**src/rtl/fpww_pkg.sv**
```systemverilog
`default_nettype none
// ============================================================================
// Module      : fpww_pkg
// Description : Shared types and constants for the FPWW wristwatch
//               time-of-day core: mode encoding, field limits and widths.
// Revision    : 1.0 - initial release
// ============================================================================
package fpww_pkg;

    localparam int HR_W        = 5;
    localparam int MIN_SEC_W   = 6;
    localparam int PRESC_W     = 10;
    localparam int MAX_HR      = 23;
    localparam int MAX_SEC_MIN = 59;

    // 2'b11 is not a legal mode; the FSM recovers from it to MODE_RUN.
    typedef enum logic [1:0] {
        MODE_RUN     = 2'd0,
        MODE_SET_HR  = 2'd1,
        MODE_SET_MIN = 2'd2,
        MODE_ILLEGAL = 2'd3
    } mode_e;

endpackage : fpww_pkg
`default_nettype wire

```
**src/rtl/mod_n_counter.sv**
```systemverilog
`default_nettype none
// ============================================================================
// Module      : mod_n_counter
// Description : Modulo-(MAX+1) up counter with synchronous clear and a
//               wrap flag that fires in the cycle the counter rolls to zero.
// Ports       : clk, rst_n     - clock, asynchronous active-low reset
//               inc            - advance by one this cycle
//               clear          - force to zero (has priority over inc)
//               value          - current count, 0..MAX
//               wrap           - inc while value == MAX (carry out)
// Revision    : 1.0 - initial release
// ============================================================================
module mod_n_counter #(
    parameter int MAX   = 59,
    parameter int WIDTH = 6
) (
    input  logic             clk,
    input  logic             rst_n,
    input  logic             inc,
    input  logic             clear,
    output logic [WIDTH-1:0] value,
    output logic             wrap
);

    localparam logic [WIDTH-1:0] MAX_V = WIDTH'(MAX);

    logic [WIDTH-1:0] value_q;
    logic [WIDTH-1:0] value_d;

    assign wrap  = inc & (value_q == MAX_V);
    assign value = value_q;

    always_comb begin
        value_d = value_q;
        if (clear) begin
            value_d = '0;
        end else if (inc) begin
            value_d = wrap ? '0 : value_q + 1'b1;
        end
    end

    always_ff @(posedge clk or negedge rst_n) begin
        if (!rst_n) begin
            value_q <= '0;
        end else begin
            value_q <= value_d;
        end
    end

endmodule : mod_n_counter
`default_nettype wire

```
**src/rtl/watch_timekeeper.sv**
```systemverilog
`default_nettype none
// ============================================================================
// Module      : watch_timekeeper
// Description : Time-of-day core. Counts seconds from divided tick edges,
//               keeps hh:mm:ss in binary and lets the user stop the clock
//               and set hours / minutes through a three-state mode machine.
// Ports       : clk_27Mhz, rst_n      - clock, asynchronous active-low reset
//               tick_in               - divided tick level (same clock domain)
//               btn_mode, btn_set     - one-cycle debounced button pulses
//               hours/minutes/seconds - binary time fields
//               mode                  - 0 RUN, 1 SET_HR, 2 SET_MIN
//               blink                 - display enable for the edited field
//               sec_pulse             - one cycle per seconds increment
// Revision    : 1.0 - initial release
// ============================================================================
module watch_timekeeper
    import fpww_pkg::*;
#(
    parameter int TICKS_PER_SEC = 1
) (
    input  logic       clk_27Mhz,
    input  logic       rst_n,
    input  logic       tick_in,
    input  logic       btn_mode,
    input  logic       btn_set,
    output logic [4:0] hours,
    output logic [5:0] minutes,
    output logic [5:0] seconds,
    output logic [1:0] mode,
    output logic       blink,
    output logic       sec_pulse
);

    localparam logic [PRESC_W-1:0] PRESC_LAST = PRESC_W'(TICKS_PER_SEC - 1);

    mode_e              mode_q, mode_d;
    logic               tick_d_q;
    logic               tick_arm_q;
    logic [PRESC_W-1:0] presc_q, presc_d;
    logic               blink_q, blink_d;
    logic               sec_pulse_q, sec_pulse_d;

    logic               tick_edge;
    logic               sec_evt;
    logic               is_run, is_set_hr, is_set_min, leave_set_min;
    logic               sec_inc, min_inc, hr_inc;
    logic               sec_wrap, min_wrap, hr_wrap_unused;

    // tick_arm_q stays low after reset until tick_in has been seen low, so a
    // tick_in held high across reset release is not taken as a rising edge.
    assign tick_edge = tick_in & ~tick_d_q & tick_arm_q;
    assign sec_evt   = tick_edge & (presc_q == PRESC_LAST);

    // ---------------- Mode FSM: state register ----------------
    always_ff @(posedge clk_27Mhz or negedge rst_n) begin
        if (!rst_n) begin
            mode_q <= MODE_RUN;
        end else begin
            mode_q <= mode_d;
        end
    end

    // ---------------- Mode FSM: next state ----------------
    always_comb begin
        mode_d = mode_q;
        case (mode_q)
            MODE_RUN:     if (btn_mode) mode_d = MODE_SET_HR;
            MODE_SET_HR:  if (btn_mode) mode_d = MODE_SET_MIN;
            MODE_SET_MIN: if (btn_mode) mode_d = MODE_RUN;
            default:      mode_d = MODE_RUN;
        endcase
    end

    // ---------------- Mode FSM: output decode ----------------
    always_comb begin
        is_run        = (mode_q == MODE_RUN);
        is_set_hr     = (mode_q == MODE_SET_HR);
        is_set_min    = (mode_q == MODE_SET_MIN);
        leave_set_min = is_set_min & btn_mode;
    end

    // ---------------- Prescaler, blink, sec_pulse ----------------
    always_comb begin
        presc_d = presc_q;
        if (leave_set_min) begin
            presc_d = '0;
        end else if (tick_edge) begin
            presc_d = sec_evt ? '0 : presc_q + 1'b1;
        end

        blink_d = blink_q;
        if (mode_d != mode_q) begin
            blink_d = 1'b1;
        end else if ((is_set_hr | is_set_min) & sec_evt) begin
            blink_d = ~blink_q;
        end else if (is_run) begin
            blink_d = 1'b1;
        end

        // Decided from the pre-transition mode: a second that lands on the
        // RUN -> SET_HR press still counts.
        sec_pulse_d = is_run & sec_evt;
    end

    always_ff @(posedge clk_27Mhz or negedge rst_n) begin
        if (!rst_n) begin
            tick_d_q    <= 1'b0;
            tick_arm_q  <= 1'b0;
            presc_q     <= '0;
            blink_q     <= 1'b1;
            sec_pulse_q <= 1'b0;
        end else begin
            tick_d_q    <= tick_in;
            tick_arm_q  <= tick_arm_q | ~tick_in;
            presc_q     <= presc_d;
            blink_q     <= blink_d;
            sec_pulse_q <= sec_pulse_d;
        end
    end

    // ---------------- Time fields ----------------
    // In RUN the fields chain through carries; in the set states btn_set
    // drives the selected field alone (dropped if btn_mode is also high).
    assign sec_inc = is_run & sec_evt;
    assign min_inc = is_run ? sec_wrap : (is_set_min & btn_set & ~btn_mode);
    assign hr_inc  = is_run ? min_wrap : (is_set_hr  & btn_set & ~btn_mode);

    mod_n_counter #(.MAX(MAX_SEC_MIN), .WIDTH(MIN_SEC_W)) u_sec (
        .clk   (clk_27Mhz),
        .rst_n (rst_n),
        .inc   (sec_inc),
        .clear (leave_set_min),
        .value (seconds),
        .wrap  (sec_wrap)
    );

    mod_n_counter #(.MAX(MAX_SEC_MIN), .WIDTH(MIN_SEC_W)) u_min (
        .clk   (clk_27Mhz),
        .rst_n (rst_n),
        .inc   (min_inc),
        .clear (1'b0),
        .value (minutes),
        .wrap  (min_wrap)
    );

    mod_n_counter #(.MAX(MAX_HR), .WIDTH(HR_W)) u_hr (
        .clk   (clk_27Mhz),
        .rst_n (rst_n),
        .inc   (hr_inc),
        .clear (1'b0),
        .value (hours),
        .wrap  (hr_wrap_unused)
    );

    assign mode      = mode_q;
    assign blink     = blink_q;
    assign sec_pulse = sec_pulse_q;

endmodule : watch_timekeeper
`default_nettype wire

```
**config.mk**
```make
export PLATFORM = sky130hd
export DESIGN_NAME = watch_timekeeper
export DESIGN_NICKNAME = d
export VERILOG_FILES = /design/src/rtl/fpww_pkg.sv /design/src/rtl/mod_n_counter.sv /design/src/rtl/watch_timekeeper.sv
export SDC_FILE = /design/constraint.sdc
export NUM_CORES = 1
export LEC_CHECK = 0
export BUFFER_PORTS_ARGS = -buffer_cell sky130_fd_sc_hd__buf_2
export CAP_MARGIN = 20
export CELL_PAD_IN_SITES_DETAIL_PLACEMENT = 1
export CELL_PAD_IN_SITES_GLOBAL_PLACEMENT = 1
export CORE_ASPECT_RATIO = 1.75
export CORE_UTILIZATION = 45
export CTS_BUF_LIST = sky130_fd_sc_hd__clkbuf_4
export DETAILED_ROUTE_END_ITERATION = 10
export MAX_ROUTING_LAYER = met4
export PLACE_DENSITY = 0.89
export SLEW_MARGIN = 20
export SYNTH_ARGS = -nofsm -noshare
export SYNTH_HDL_FRONTEND = slang
export SYNTH_HIERARCHICAL = 1
export SYNTH_SLANG_ARGS = --single-unit
```
**constraint.sdc**
```tcl
create_clock -name clk_27Mhz -period 3.7 [get_ports clk_27Mhz]
set_input_delay 0.74 -clock clk_27Mhz [delete_from_list [all_inputs] [get_ports clk_27Mhz]]
set_output_delay 0.74 -clock clk_27Mhz [all_outputs]
set_load 0.1 [all_outputs]
```
# Word-level counts from Yosys, hierarchy flattened
# Index checks and enable logic that the tools add are counted.
# Widths: inputs -> output; s select.
# op_classes
n_eq_ne	6
magnitude_cmp	0
mul	0
shifts	0
n_div	0
bitwise_logic	19
mux	17
n_reduce_logical	5
add_sub_neg	4
# op_table
cell	n
$mux 10	3
$mux 6	4
$and 1x1->1	13
$add 6x1->6 const B	2
$eq 6x6->1 const B	2
$add 10x1->10 const B	1
$logic_not 10->1	1
$mux 2	3
$pmux 2 s3	1
$add 5x1->5 const B	1
$eq 5x5->1 const B	1
$mux 1	5
$mux 5	1
$not 1->1	4
$reduce_bool 2->1	2
$reduce_bool 3->1	1
$eq 2x1->1 const B	1
$eq 2x2->1 const B	1
$logic_not 2->1	1
$ne 2x2->1	1
$or 1x1->1	2
# word_totals
ram_bits	0
in_bits	5
mem_bits_ro	0
mem_count	0
latchBits	0
reg_bits	33

# Depth between registers and ports, before layout
# depth
ltp_word	11
ltp_mapped	18
mapped_depth_nobuf	15

# Cells and area by module
# Netlist, hierarchy kept.
# modules_own_cells
module	seq_area_each_um2	area_per_inst_um2	cells_per_inst	n_inst
watch_timekeeper	401.6	930.9	100	1
mod_n_counter (u_min ...)	150.1	334.1	35	2
mod_n_counter (u_hr)	125.1	276.5	26	1

# Worst setup path after synthesis
# Ideal clock, no wire load.
# synth_timing
kind	register -> register
from	register mode_q[0] (netlist: mode[0])
to	register u_hr.value_q[2] (netlist: u_hr/value[2])
setup_slack_ns	0.664
required_time_ns	3.623
stages_incl_launch_ff	17
period_less_slack_ns	3.036
arrival_ns	2.958
cell_sequence	dfrtp_1 > inv_1 > ha_1 > and2_1 > buf_6 > nand3b_1 > nor2_1 > nand2_1 > o21ai_0 > buf_6 > nand3b_1 > nor2_1 > nand2_1 > o21ai_0 > buf_2 > a21bo_2 > a21oi_1
# synth_via
elab_chain_len	8
word_cells_on_any_way	14
# synth_rtl
element	line_no	text
start: declaration	watch_timekeeper.sv:36	mode_e mode_q, mode_d;
start signal: assignment	watch_timekeeper.sv:59	mode_q <= mode_d;
$logic_not 2->1 (*)	watch_timekeeper.sv:76	is_run = (mode_q == MODE_RUN);
$and 1x1->1 (*)	watch_timekeeper.sv:124	assign sec_inc = is_run & sec_evt;
named net sec_inc	watch_timekeeper.sv:46	logic sec_inc, min_inc, hr_inc;
$and 1x1->1 (*)	mod_n_counter.sv:30	assign wrap = inc & (value_q == MAX_V);
named net sec_wrap	watch_timekeeper.sv:47	logic sec_wrap, min_wrap, hr_wrap_unused;
$mux 1 (*)	watch_timekeeper.sv:125	assign min_inc = is_run ? sec_wrap : (is_set_min & btn_set & ~btn_mode);
named net min_inc	watch_timekeeper.sv:46	
$and 1x1->1 (*)	mod_n_counter.sv:30	
named net min_wrap	watch_timekeeper.sv:47	
$mux 1 (*)	watch_timekeeper.sv:126	assign hr_inc = is_run ? min_wrap : (is_set_hr & btn_set & ~btn_mode);
named net hr_inc	watch_timekeeper.sv:46	
$and 1x1->1	mod_n_counter.sv:30	
$mux 5	mod_n_counter.sv:38	value_d = wrap ? '0 : value_q + 1'b1;
end signal: assignment	mod_n_counter.sv:46	value_q <= value_d;
end: declaration	mod_n_counter.sv:27	logic [WIDTH-1:0] value_q;
# The timed path passes the listed nets; every way through them passes the cells marked *.
# A chain may end at the register's enable or synchronous reset.

# Final worst setup path
# layout_timing
from	register presc_q[0]
to	register u_hr.value_q[3] (netlist: u_hr/value[3])
# layout_via
elab_chain_len	9
# layout_rtl
element	line_no	text
start: declaration	watch_timekeeper.sv:39	logic [PRESC_W-1:0] presc_q, presc_d;
start signal: assignment	watch_timekeeper.sv:115	presc_q <= presc_d;
$logic_not 10->1 (*)	watch_timekeeper.sv:52	assign sec_evt = tick_edge & (presc_q == PRESC_LAST);
$and 1x1->1 (*)	watch_timekeeper.sv:52	
$and 1x1->1 (*)	watch_timekeeper.sv:124	
named net sec_inc	watch_timekeeper.sv:46	
$and 1x1->1 (*)	mod_n_counter.sv:30	
named net sec_wrap	watch_timekeeper.sv:47	
$mux 1 (*)	watch_timekeeper.sv:125	
named net min_inc	watch_timekeeper.sv:46	
$and 1x1->1 (*)	mod_n_counter.sv:30	
named net min_wrap	watch_timekeeper.sv:47	
$mux 1 (*)	watch_timekeeper.sv:126	
named net hr_inc	watch_timekeeper.sv:46	
$and 1x1->1	mod_n_counter.sv:30	
$mux 5	mod_n_counter.sv:38	
# Marks and branches as above.

==> flow_metrics.py <==
metrics = {
    "hold_path": {
        "min_path_type": "in -> async",
    },
    "floorplan": {
        "floorplan.die.width_um": 50.71,
        "initial_core_util_pct": 47.40,
        "fp-row-count": 30,
        "core-area_um2": 3941,
        "top_level_ports": 26,
        "die_height_um": 87.23,
        "dieArea_um2": 4423,
    },
    "global_routing": {
        "globalRoute.totalOverflow": 0,
        "antenna_violations_before_repair": 0,
        "wire_length_of_the_first_global_routing_pass_mm": 7.803,
        "grt_resource_usage_total_pct": 24.66,
        "pin_count_of_the_biggest_net_entering_global_routing": 34,
        "first_global_vias": 1713,
    },
    "worst_setup_path": {
        "critical_path_arrival_ns": 3.56,
        "critPathSlowestCell": "sky130_fd_sc_hd__dfrtp_1",
        "worstPathBufferInverterCount": 1,
        "path_delay_family": "simple AND/OR/NAND/NOR gates",
        "cp-end-kind": "flip-flop",
        "cp_max_fo": 7,
        "critical-path-max-stage-delay_ns": 0.42,
        "timing.setup.critical_path_class": "reg -> reg",
        "setup.worst_path.start_class": "flip-flop",
        "cp_data_required_time_ns": 3.93,
        "critical_path_cell_list": "inv_1, ha_1, nor4b_1, and4b_1, and2_1, nand3b_1, nor2_1, nand2_1, o21ai_0, nand3b_1, nor2_1, nand2_1, o21ai_0, nand4_1, mux2i_1",
    },
    "cells_and_area": {
        "most-common-layout-cells": "sky130_fd_sc_hd__dfrtp_1 (32), sky130_fd_sc_hd__buf_2 (25), sky130_fd_sc_hd__nor2_1 (19)",
        "final_util_pct": 53.87,
        "commonest_non_fill_non_tap_cell_in_the_layout": "sky130_fd_sc_hd__dfrtp_1",
        "stdcell_count": 285,
        "fin_nets": 250,
        "area_delta_synth_final_pct": 13.66,
        "antennaDiodeCount": 0,
        "layout-drive-gt1-share_pct": 18.99,
    },
    "placement": {
        "placement.setup.worst_slack_ns": 0.2439,
        "place.port_buffers": 25,
        "dpl.cell_count": 277,
        "final_weighted_congestion_in_routability_driven_placement": 0.7829,
        "place.detailed.hpwl_mm": 3.528,
    },
    "detailed_routing": {
        "topRoutingLayerUsed": "met4",
        "routedLengthMet1_mm": 1.910,
        "drc_errors": 0,
        "routed_wire_length_per_instance_um": 16.76,
        "totalWireLength_mm": 4.776,
        "antenna_violating_nets_post_route": 0,
        "detailed_routed_wire_length_on_met3_um": 104,
        "route.vias.total": 1652,
        "via_per_inst": 5.796,
        "met2RoutedLength_mm": 2.626,
        "dr.first_iter.drc_count": 23,
        "drt_pass1_iterations": 4,
    },
    "sta": {
        "fin_worst_skew_ns": 0.01033,
        "post-route-worst-setup-slack_ns": 0.3766,
        "final.setup.tns_ns": 0,
        "slew_headroom_pct": 43.78,
        "layout_min_cycle_time_ns": 3.323,
        "fmaxAchievable_mhz": 300.9,
        "slew_viol_final": 0,
        "finalSetupViolations": 0,
        "grt_setup_unrepaired": "false",
        "tightestPinTransition_ns": 0.8345,
        "hold_viol": 0,
        "finalCritPeriodShare_pct": 89.82,
    },
    "cts": {
        "clock_sink_count": 33,
        "cts_hold_repair.buffers": 0,
        "clk-insertion-delay-late_ns": 0.34,
        "cts_setup_buffers": 0,
        "clk_pin_slew_ns": 0.11,
        "ctsHtreeMaxLevel": 2,
        "ctsResizeCount": 0,
        "cts-root-buf": "sky130_fd_sc_hd__clkbuf_4",
        "cts_tree": "yes",
        "maximum_clock_insertion_buffer_count": 2,
        "tritoncts.num_buffers": 5,
    },
    "yosys": {
        "avgSynthCellArea_um2": 9.629,
        "gate_count_post_synth": 194,
        "ys_warn_count": 6,
        "post_synth_instance_area_um2": 1868,
    },
    "run": {
        "maxCapViolations": 0,
    },
    "run_status": {
        "outcome": "completed",
    },
    "pwr": {
        "ir_drop_mv": 0.4020,
        "pwr_density_cell_nw_per_um2": 534.6,
        "leakage_nw": 0.9987,
    },
}
==> sequential cells by signal (all words and copies together), names as in the netlist <==
signal       flops
presc_q         10
u_min/value      6
u_sec/value      6
u_hr/value       5
mode             2
blink            1
sec_pulse        1
tick_arm_q       1
tick_d_q         1
==> per-layer routing <==
metal	up-vias	GRT usage [%]
met2	31	44.97
li1	783	-
met4	0	11.62
met3	13	4.363
met5	-	-
met1	825	24.70
==> area by class of cell <==
type / instances / area [um2]
inverter: 5 / 18.77
clock buffer: 5 / 37.54
multi-input combinational: 164 / 1027
fill: 505 / 1818
tap: 48 / 60.06
timing repair buffer: 27 / 140.1
sequential: 33 / 827.0
clock inverter: 3 / 12.51
==> worst paths after layout <==
check,from,endpoint,slack [ns],cells after the start
min reg2reg,tick_arm_q,tick_arm_q,0.50,1
max reg2reg,presc_q[0],u_hr/value[3],0.38,15
max in group asynchronous,rst_n,u_sec/value[0],2.74,1
min in group clk_27Mhz,tick_arm_q,tick_arm_q,0.50,1
min,rst_n,u_min/value[5],0.47,1
max,presc_q[0],u_hr/value[3],0.38,15
==> metrics by stage <==
stage	total power [mW]	hold slack (ns)	area, um2
floorplan	0.8368	0.4444	1917
global placement	0.9176	0.4791	2073
detailed placement	0.9471	0.4765	2073
CTS	1.146	0.4795	2123
global route	1.196	0.5169	2123
finish	1.135	0.4658	2123
==> power breakdown <==
group / total [mW] / switching (mW) / internal (mW) / leakage (nW)
Clock: 0.193 / 0.124 / 0.0687 / 0.0300
Sequential: 0.465 / 0.0613 / 0.404 / 0.443
Combinational: 0.477 / 0.366 / 0.111 / 0.526
Total: 1.14 / 0.552 / 0.584 / 0.999
No activity file was read; power rests on OpenSTA's default activity.
